--- src/rtl/moggy_button_debounce.sv ---
// Multi-channel push-button synchroniser, debouncer, edge pulser and IRQ latch.
// Define MOGGY_BUTTON_LONG_PRESS_EN to build in long-press detection on btn_long.
module moggy_button_debounce #(
    parameter int NUM_CH            = 4,
    parameter int SYNC_STAGES       = 2,
    parameter int DEBOUNCE_CYCLES   = 125000,
    parameter int LONG_PRESS_CYCLES = 125000000
) (
    input  logic              clk_125,
    input  logic              rst,
    input  logic [NUM_CH-1:0] btn_in,
    input  logic [NUM_CH-1:0] irq_mask,
    input  logic [NUM_CH-1:0] irq_clear,
    output logic [NUM_CH-1:0] btn_level,
    output logic [NUM_CH-1:0] btn_press,
    output logic [NUM_CH-1:0] btn_release,
    output logic [NUM_CH-1:0] btn_long,
    output logic [NUM_CH-1:0] irq_pending,
    output logic              irq
);

`ifdef MOGGY_BUTTON_LONG_PRESS_EN
    localparam int CNT_MAX = (LONG_PRESS_CYCLES > DEBOUNCE_CYCLES) ?
                             LONG_PRESS_CYCLES : DEBOUNCE_CYCLES;
`else
    localparam int CNT_MAX = DEBOUNCE_CYCLES;
`endif
    localparam int CNT_W = $clog2(CNT_MAX + 1);

    localparam logic [CNT_W-1:0] CNT_ONE = CNT_W'(1);
    localparam logic [CNT_W-1:0] DB_LAST = CNT_W'(DEBOUNCE_CYCLES - 1);
`ifdef MOGGY_BUTTON_LONG_PRESS_EN
    localparam logic [CNT_W-1:0] LP_LAST = CNT_W'(LONG_PRESS_CYCLES - 1);
    localparam logic [CNT_W-1:0] LP_SAT  = CNT_W'(LONG_PRESS_CYCLES);
`endif

    typedef enum logic [1:0] {
        IDLE_LO,
        CHK_HI,
        HELD_HI,
        CHK_LO
    } state_t;

    logic r_irq;

    for (genvar g = 0; g < NUM_CH; g++) begin : g_ch
        logic [SYNC_STAGES-1:0] r_sync;
        logic                   w_s;
        state_t                 r_state;
        state_t                 w_state_nxt;
        logic [CNT_W-1:0]       r_cnt;
        logic [CNT_W-1:0]       w_cnt_nxt;
        logic                   r_level;
        logic                   w_level_nxt;
        logic                   r_press;
        logic                   w_press_nxt;
        logic                   r_release;
        logic                   w_release_nxt;
        logic                   r_pend;
`ifdef MOGGY_BUTTON_LONG_PRESS_EN
        logic                   r_long;
        logic                   w_long_nxt;
        logic                   r_done;
        logic                   w_done_nxt;
`endif

        assign w_s = r_sync[SYNC_STAGES-1];

        always_ff @(posedge clk_125 or posedge rst) begin
            if (rst) begin
                r_sync <= '0;
            end else begin
                r_sync <= {r_sync[SYNC_STAGES-2:0], btn_in[g]};
            end
        end

        always_ff @(posedge clk_125 or posedge rst) begin
            if (rst) begin
                r_state   <= IDLE_LO;
                r_cnt     <= '0;
                r_level   <= 1'b0;
                r_press   <= 1'b0;
                r_release <= 1'b0;
`ifdef MOGGY_BUTTON_LONG_PRESS_EN
                r_long    <= 1'b0;
                r_done    <= 1'b0;
`endif
            end else begin
                r_state   <= w_state_nxt;
                r_cnt     <= w_cnt_nxt;
                r_level   <= w_level_nxt;
                r_press   <= w_press_nxt;
                r_release <= w_release_nxt;
`ifdef MOGGY_BUTTON_LONG_PRESS_EN
                r_long    <= w_long_nxt;
                r_done    <= w_done_nxt;
`endif
            end
        end

        always_comb begin
            w_state_nxt   = r_state;
            w_cnt_nxt     = r_cnt;
            w_level_nxt   = r_level;
            w_press_nxt   = 1'b0;
            w_release_nxt = 1'b0;
`ifdef MOGGY_BUTTON_LONG_PRESS_EN
            w_long_nxt    = 1'b0;
            w_done_nxt    = r_done;
`endif
            unique case (r_state)
                IDLE_LO: begin
                    if (w_s) begin
                        w_state_nxt = CHK_HI;
                        w_cnt_nxt   = CNT_ONE;
                    end
                end
                CHK_HI: begin
                    if (!w_s) begin
                        w_state_nxt = IDLE_LO;
                        w_cnt_nxt   = '0;
                    end else if (r_cnt == DB_LAST) begin
                        w_state_nxt = HELD_HI;
                        w_cnt_nxt   = '0;
                        w_level_nxt = 1'b1;
                        w_press_nxt = 1'b1;
                    end else begin
                        w_cnt_nxt = r_cnt + CNT_ONE;
                    end
                end
                HELD_HI: begin
                    if (!w_s) begin
                        w_state_nxt = CHK_LO;
                        w_cnt_nxt   = CNT_ONE;
                    end else begin
`ifdef MOGGY_BUTTON_LONG_PRESS_EN
                        if (r_cnt != LP_SAT) begin
                            w_cnt_nxt = r_cnt + CNT_ONE;
                        end
                        // One long pulse per press; a CHK_LO glitch restarts
                        // the count but does not re-arm.
                        if (r_cnt == LP_LAST && !r_done) begin
                            w_long_nxt = 1'b1;
                            w_done_nxt = 1'b1;
                        end
`endif
                    end
                end
                CHK_LO: begin
                    if (w_s) begin
                        w_state_nxt = HELD_HI;
                        w_cnt_nxt   = '0;
                    end else if (r_cnt == DB_LAST) begin
                        w_state_nxt   = IDLE_LO;
                        w_cnt_nxt     = '0;
                        w_level_nxt   = 1'b0;
                        w_release_nxt = 1'b1;
`ifdef MOGGY_BUTTON_LONG_PRESS_EN
                        w_done_nxt    = 1'b0;
`endif
                    end else begin
                        w_cnt_nxt = r_cnt + CNT_ONE;
                    end
                end
                default: begin
                    w_state_nxt = IDLE_LO;
                    w_cnt_nxt   = '0;
                end
            endcase
        end

        // Set beats clear when both land in the same cycle.
        always_ff @(posedge clk_125 or posedge rst) begin
            if (rst) begin
                r_pend <= 1'b0;
            end else begin
`ifdef MOGGY_BUTTON_LONG_PRESS_EN
                r_pend <= r_press | r_long | (r_pend & ~irq_clear[g]);
`else
                r_pend <= r_press | (r_pend & ~irq_clear[g]);
`endif
            end
        end

        assign btn_level[g]   = r_level;
        assign btn_press[g]   = r_press;
        assign btn_release[g] = r_release;
        assign irq_pending[g] = r_pend;
`ifdef MOGGY_BUTTON_LONG_PRESS_EN
        assign btn_long[g]    = r_long;
`else
        assign btn_long[g]    = 1'b0;
`endif
    end

    always_ff @(posedge clk_125 or posedge rst) begin
        if (rst) begin
            r_irq <= 1'b0;
        end else begin
            r_irq <= |(irq_pending & irq_mask);
        end
    end

    assign irq = r_irq;

endmodule

--- config.mk ---
export PLATFORM = sky130hd
export DESIGN_NAME = moggy_button_debounce
export DESIGN_NICKNAME = d
export VERILOG_FILES = /design/src/rtl/moggy_button_debounce.sv
export SDC_FILE = /design/constraint.sdc
export NUM_CORES = 1
export LEC_CHECK = 0
export ABC_CLOCK_PERIOD_IN_PS = 8200
export BUFFER_PORTS_ARGS = -buffer_cell sky130_fd_sc_hd__buf_2
export CAP_MARGIN = 20
export CORE_ASPECT_RATIO = 0.8
export CORE_MARGIN = 3
export CORE_UTILIZATION = 51
export DETAILED_ROUTE_END_ITERATION = 6
export PLACE_DENSITY_LB_ADDON = 0.15
export SLEW_MARGIN = 10
export SYNTH_ARGS = -nofsm -noshare
export SYNTH_HDL_FRONTEND = slang
export SYNTH_SLANG_ARGS = --single-unit
export TNS_END_PERCENT = 10
--- constraint.sdc ---
create_clock -name clk_125 -period 8.2 [get_ports clk_125]
set_input_delay 0.82 -clock clk_125 [delete_from_list [all_inputs] [get_ports clk_125]]
set_output_delay 0.82 -clock clk_125 [all_outputs]
set_load 0.02 [all_outputs]
==> results of run 1 <==
per-layer routing:
layer / GRT usage (%) / vias up / routed length (um)
met3: 4.83 / 10 / 459
met2: 32.1 / 102 / 5090
li1: - / 2040 / -
met4: 6.46 / 0 / 120
met5: 0 / - / 0
met1: 27.7 / 2052 / 5440
Yosys cell counts, types with 7 or more instances:
library cell / instances
o21ai_0: 37
nor4_1: 8
nand4_1: 16
nand2_1: 63
clkbuf_1: 10
inv_1: 18
buf_4: 21
a21o_1: 14
dfrtp_1: 101
a21oi_1: 25
a22o_1: 9
nand3_1: 41
nor2_1: 34
xor2_1: 7
o21ai_1: 7
a31oi_1: 25
nor3_1: 15
or3_1: 10
final timing paths:
path / start / to / slack (ns) / cells after the start
worst max-delay path: g_ch[0].r_cnt[5] / g_ch[0].r_cnt[3] / 5.81 / 5
worst min-delay path: g_ch[0].r_sync[0] / g_ch[0].r_sync[1] / 0.35 / 0
worst min register to register: g_ch[0].r_sync[0] / g_ch[0].r_sync[1] / 0.35 / 0
worst max register to register: g_ch[0].r_cnt[5] / g_ch[0].r_cnt[3] / 5.81 / 5
max in group asynchronous: rst / g_ch[1].r_level / 6.53 / 3
min in group asynchronous: rst / g_ch[0].r_state[0] / 0.45 / 2
layout by cell type (no fill, tap or decap), drive strengths merged, types with 4 or more instances in the layout:
cell type  Yosys  layout
nor4          12      12
a21o          14      14
dfrtp        101     101
ha             4       4
clkbuf        10      13
or3           10      10
nand2         63      63
o21ai         45      45
and3           4       4
conb           1       4
nor2          35      35
nand4         16      16
nor3          15      15
buf           29      31
o21a           6       6
or4b           7       7
a31oi         25      25
nor3b          6       6
inv           18      18
nand4b         5       5
or2            9       9
and4           5       5
nand3         41      41
xor2           7       7
a22o           9       9
a21oi         25      25
cell families after synthesis:
logic type | synth area share, %
flip-flops | 48.5
adder cells (fa/ha/maj) | 0.960
other | 0.0719
AO/OA/AOI/OAI | 17.0
XOR/XNOR | 1.51
multiplexers | 0.792
AND/OR/NAND/NOR | 25.1
buffers and inverters | 6.02
critical path, delay by kind of cell, from the launching register on:
kind,cells,cell delay [ns]
AO/OA/AOI/OAI,1,0.28
AND/OR/NAND/NOR,4,1.55
flip-flops,1,0.44
cell type report:
class | instances | share of cell area (%)
flip-flops and latches | 101 | 45.1
clock buffers | 13 | 4.46
well taps | 136 | 3.04
clock inverters | 3 | 0.803
multi-input cells | 403 | 42.6
inverters | 18 | 1.25
repair buffers | 31 | 2.81
registers in the layout, indices dropped and copies added (netlist names), named ones only:
signal	cells
g_ch.r_cnt	68
g_ch.r_level	4
g_ch.r_pend	4
g_ch.r_press	4
g_ch.r_release	4
g_ch.r_state	4
g_ch.r_sync	8
irq	1
stage by stage:
stage	util, %	instance area (um2)	setup WS (ns)	total power (uW)
final	57.2	5610	5.81	1200
after global routing	57.2	5610	5.61	1260
after CTS	57.1	5600	5.82	1210
after detailed placement	54.1	5310	5.84	778
after global placement	54.1	5310	5.90	771
after floorplan	-	5230	4.73	737
power by group:
part           leakage (uW)  switching (uW)  internal (uW)
registers           0.00137            51.0            532
logic              0.000931             124           64.4
clock network      0.000136             183            246
==> summary.md, run 1 <==
| Metric | Value |
|---|---|
| Status | `completed` |
| Drt first pass iters | `6` |
| Clock transition at path regs | `roughly 0.070 ns` |
| Clock Latency Late Sink | `approximately 0.34 ns` |
| Routed vias | `between 4,000 and 5,000` |
| I/O Pins | `35` |
| Max FO, Critical Path | `16` |
| Final nets | `slightly below 600` |
| Via density | `5.96` |
| Row Count | `32` |
| Mapped Cells | `558` |
| Crit end category | `flip-flop` |
| Worst path required time | `around 8.4 ns` |
| CTS Hold Buffers Added | `0` |
| Area of the multi-input gates | `roughly 2400 um2` |
| Type of the worst setup path | `flip-flop to flip-flop` |
| Average size of a mapped cell | `9.34 um2` |
| Final hold violations | `0` |
| Total Die Area | `roughly 11,000 um2` |
| Total grt overflow | `0` |
| Netlist cell types | `60` |
| Critical-path cell with the highest stage delay | `or4b_1` |
| PortBufs | `30` |
| Drt drc | `0` |
| Initial antenna violation count | `0` |
| Pin count of the biggest net entering global routing | `74` |
| Final ANT Viol Nets | `0` |
| Post-synthesis register bit count | `about 100` |
| Vias in the first global route | `~3,900` |
| Tot GR Track Use | `between 20 and 25%` |
| Achievable clock frequency | `approximately 0.42 GHz` |
| Hold_ws | `roughly 0.35 ns` |
| Detailed-placement wirelength estimate | `7460 um` |
| Final-layout fill cell count | `about 870` |
| Total power per unit cell area | `214 nW/um2` |
| CP Cell Sequence | `or4b_1, nor4_2, or2_1, nor3_1, a211o_1` |
| Die H | `about 96 um` |
| # H-tree levels | `3` |
| CP Launch Type | `flip-flop` |
| Num CTS Buffers | `9` |
| CTS root buf | `clkbuf_16` |
| Setup TNS | `0 ns` |
| Worst rel slew slack | `between 30% and 40%` |
| Ys Warns | `0` |
| Post-synth EDFFs | `0` |
| Final WL | `between 10,000 and 15,000 um` |
| Cell leakage power | `0.00244 uW` |
| Fraction of layout cells with a size suffix above 1 | `between 10% and 20%` |
| Synth top area cells | `dfrtp_1, nand2_1, nand3_1` |
| Cell taking the most area after synthesis | `dfrtp_1` |
| CP max stage delay | `0.59 ns` |
| Syn-to-layout area delta | `7.54%` |
| Clock Sinks | `slightly above 100` |
| Post-synth top area share | `approximately half` |
| Resize count post-CTS | `0` |
| Final setup skew | `a little over 0.007 ns` |
| Peak supply drop | `approximately 0.12 mV` |
| Final Non-Filler Cells | `roughly 710` |
| CTS tree | `done` |
| CTS Buffer Depth | `2` |
| Per-cell routed wire length | `about 16 um` |
| First-pass GRT wire length | `between 15,000 and 20,000 um` |
| # setup viols final | `0` |
| Starting Density | `a little over half` |
| Min Tclk post-route | `between 2 and 2.5 ns` |
| ANT cells | `0` |
| Max-Cap Viols | `0` |
| Post-Place Cells | `about 690` |
| Detailed Route Iter0 Violations | `between 300 and 400` |
| GPL Wtd Cong | `~0.86` |
| Die X | `~120 um` |
| Pins Over Slew Limit | `0` |
| Async SR Flop Fraction | `100%` |
| Syn Std Cell Area | `5210 um2` |
| HP Class | `flip-flop to flip-flop` |
| Part of the cycle the worst path needs | `just under 30%` |
| Least-Margin Pin Slew | `~0.90 ns` |
| Postcts setup bufs | `0` |
| Register area | `about 2500 um2` |
| Core footprint | `around 9800 um2` |
| RSZ-0062 raised after global routing | `no` |
| Worst EP arrival | `roughly 2.6 ns` |
| Top FF cell, synth | `dfrtp_1` |
| Post-synthesis sequential area ratio | `48.5%` |
(Power assumes the default switching activity.)
==> run 2, diff against run 1 <==
Settings changed: ABC_CLOCK_PERIOD_IN_PS 8200 to 2400.
Clock period 8.2 ns to 2.4 ns, I/O delays scaled along.
==> summary.md, run 2 (synthesis results as in run 1) <==
| Metric | Value |
|---|---|
| Status | `finished, violations left` |
| Failing checks | `negative hold slack` |
| Max-Cap Viols | `0` |
| Least-Margin Pin Slew | `0.877 ns` |
| ANT cells | `0` |
| Row Count | `32` |
| Flip-flop count of the largest register after layout | `slightly below 70` |
| CP Buf/Inv Count | `0` |
| Resize count post-CTS | `0` |
| Post-Place Cells | `between 600 and 700` |
| Setup TNS | `0 ns` |
| CTS root buf | `clkbuf_16` |
| Most common cell after layout, fill and taps aside | `dfrtp_1` |
| CTS Buffer Depth | `2` |
| Drt first pass iters | `5` |
| Clock transition at path regs | `roughly 0.07 ns` |
| Via density | `slightly below 6` |
| Part of the cycle the worst path needs | `just over 90%` |
| Clock Latency Late Sink | `approximately 0.35 ns` |
| Die X | `about 120 um` |
| CP max stage delay | `0.59 ns` |
| Min Tclk post-route | `approximately 2.2 ns` |
| WP depth | `5` |
| Delay-heaviest family, CP | `simple AND/OR/NAND/NOR gates` |
| Drt drc | `0` |
| GPL Wtd Cong | `slightly below 0.9` |
| Routed vias | `between 4,000 and 5,000` |
| Sw power | `between 1000 and 1500 uW` |
| CP Cell Sequence | `or4b_1, nor4_4, or2_0, o21ai_1, a22o_1` |
| Detailed-placement wirelength estimate | `about 7300 um` |
| Final ANT Viol Nets | `0` |
| Final WL | `10,900 um` |
| Largest registers | `g_ch.r_cnt (68), g_ch.r_sync (8)` |
| Peak supply drop | `slightly above 0.5 mV` |
| # setup viols final | `0` |
| Final Non-Filler Cells | `719` |
| Int Power | `~2800 uW` |
| Crit end category | `flip-flop` |
| Hold_ws | `-0.0136 ns` |
| Total grt overflow | `0` |
| Top reg by flops | `g_ch.r_cnt` |
| Max FO, Critical Path | `7` |
| Vias in the first global route | `between 3,000 and 4,000` |
| Post-route setup slack | `0.186 ns` |
| Achievable clock frequency | `approximately 0.45 GHz` |
| Worst rel slew slack | `about two fifths` |
| Critical-path cell with the highest stage delay | `or4b_1` |
| First-pass GRT wire length | `about 19,000 um` |
| Syn-to-layout area delta | `9.84%` |
| Final hold violations | `2` |
| Final nets | `596` |
| R2R depth | `5` |
| I/O Pins | `35` |
| Die H | `between 90 and 100 um` |
| Register share of total power | `roughly 49%` |
| Commonest non-fill, non-tap cells in the layout | `dfrtp_1, nand2_1, nand3_1, o21ai_0, nor2_1` |
| Per-cell routed wire length | `about 15 um` |
| Switching share of total power | `between 30% and 40%` |
| Total Die Area | `11,500 um2` |
| Cell leakage power | `around 0.0025 uW` |
| PortBufs | `30` |
| Pre-CTS WS | `roughly 0.19 ns` |
| Total power per unit cell area | `714 nW/um2` |
| Logic pwr share | `16.5%` |
| Worst EP arrival | `between 2 and 2.5 ns` |
| CP Launch Type | `flip-flop` |
| Pins Over Slew Limit | `0` |
| Num CTS Buffers | `9` |
| Core footprint | `between 9000 and 10,000 um2` |
| Clock share of power | `about a third` |
| # H-tree levels | `3` |
| Detailed Route Iter0 Violations | `about 300` |
| Final setup skew | `~0.0054 ns` |
| Tot GR Track Use | `between 20 and 25%` |
| Initial antenna violation count | `0` |
| Fraction of layout cells with a size suffix above 1 | `between 10% and 20%` |
| Pin count of the biggest net entering global routing | `102` |
| Worst path required time | `between 2 and 3 ns` |
| Postcts setup bufs | `0` |
| CTS tree | `done` |
| Type of the worst setup path | `flip-flop to flip-flop` |
| HP Class | `input pin to async pin` |
| RSZ-0062 raised after global routing | `no` |
| Starting Density | `between 50 and 60%` |
| Clock Sinks | `just over 100` |
run 2: changes by cell type in the layout (fill, tap and decap cells not counted), sizes merged:
cell and change:
buf +10, clkbuf -4, bufinv -1, clkinvlp -1, clkinv +2, dlygate4sd3 +4
inv +4
run 2: power groups by stage:
stage          clock network, uW  registers (uW)  logic, uW
2_1_floorplan                  0            1950        568
3_3_place_gp                   0            2020        650
3_5_place_dp                   0            2020        666
4_1_cts                     1470            1990        673
5_1_grt                     1540            2010        760
6_report                    1420            1990        674
run 2: cell type report:
cell class | count | area (um2)
well taps | 136 | 170
multi-input cells | 403 | 2380
flip-flops and latches | 101 | 2530
clock inverters | 7 | 63.8
repair buffers | 45 | 285
inverters | 18 | 71.3
clock buffers | 9 | 225
fillers | 873 | 4080
run 2: path summary, 6_finish.rpt:
path	to	slack, ns	start
max	g_ch[3].r_cnt[10]	0.19	g_ch[3].r_cnt[9]
min	async pin	-0.01	rst
max reg2reg	g_ch[3].r_cnt[10]	0.19	g_ch[3].r_cnt[9]
min reg2reg	g_ch[0].r_sync[1]	0.35	g_ch[0].r_sync[0]
max in group asynchronous	g_ch[3].r_cnt[14]	1.96	rst
min in group clk_125	irq	0.10	irq_mask[3]
run 2: timing repair:
item / in CTS / in global routing
endpoints found under the setup margin: 0 / 0
endpoints found under the hold margin: 4 / 0
hold buffers: 4 / 0
run 2: per-layer routing:
metal  vias to the layer above  global-route usage, %  wire length (um)
li1                       2076                      -                 -
met4                         0                   7.04               150
met2                       104                   29.1              4690
met1                      2012                   29.3              5470
met3                        12                   4.95               587
met5                         -                      0                 0
run 2: tightest hold or removal path: cells and delay by family:
kind | cells | cell delay (ns)
buffers and inverters | 3 | 0.54
run 2: metrics by stage:
stage | cell area [um2] | total power (uW) | util [%]
floorplan | 5230 | 2520 | -
global placement | 5400 | 2670 | 55.0
detailed placement | 5400 | 2680 | 55.0
CTS | 5730 | 4130 | 58.4
global route | 5730 | 4310 | 58.4
finish | 5730 | 4090 | 58.4
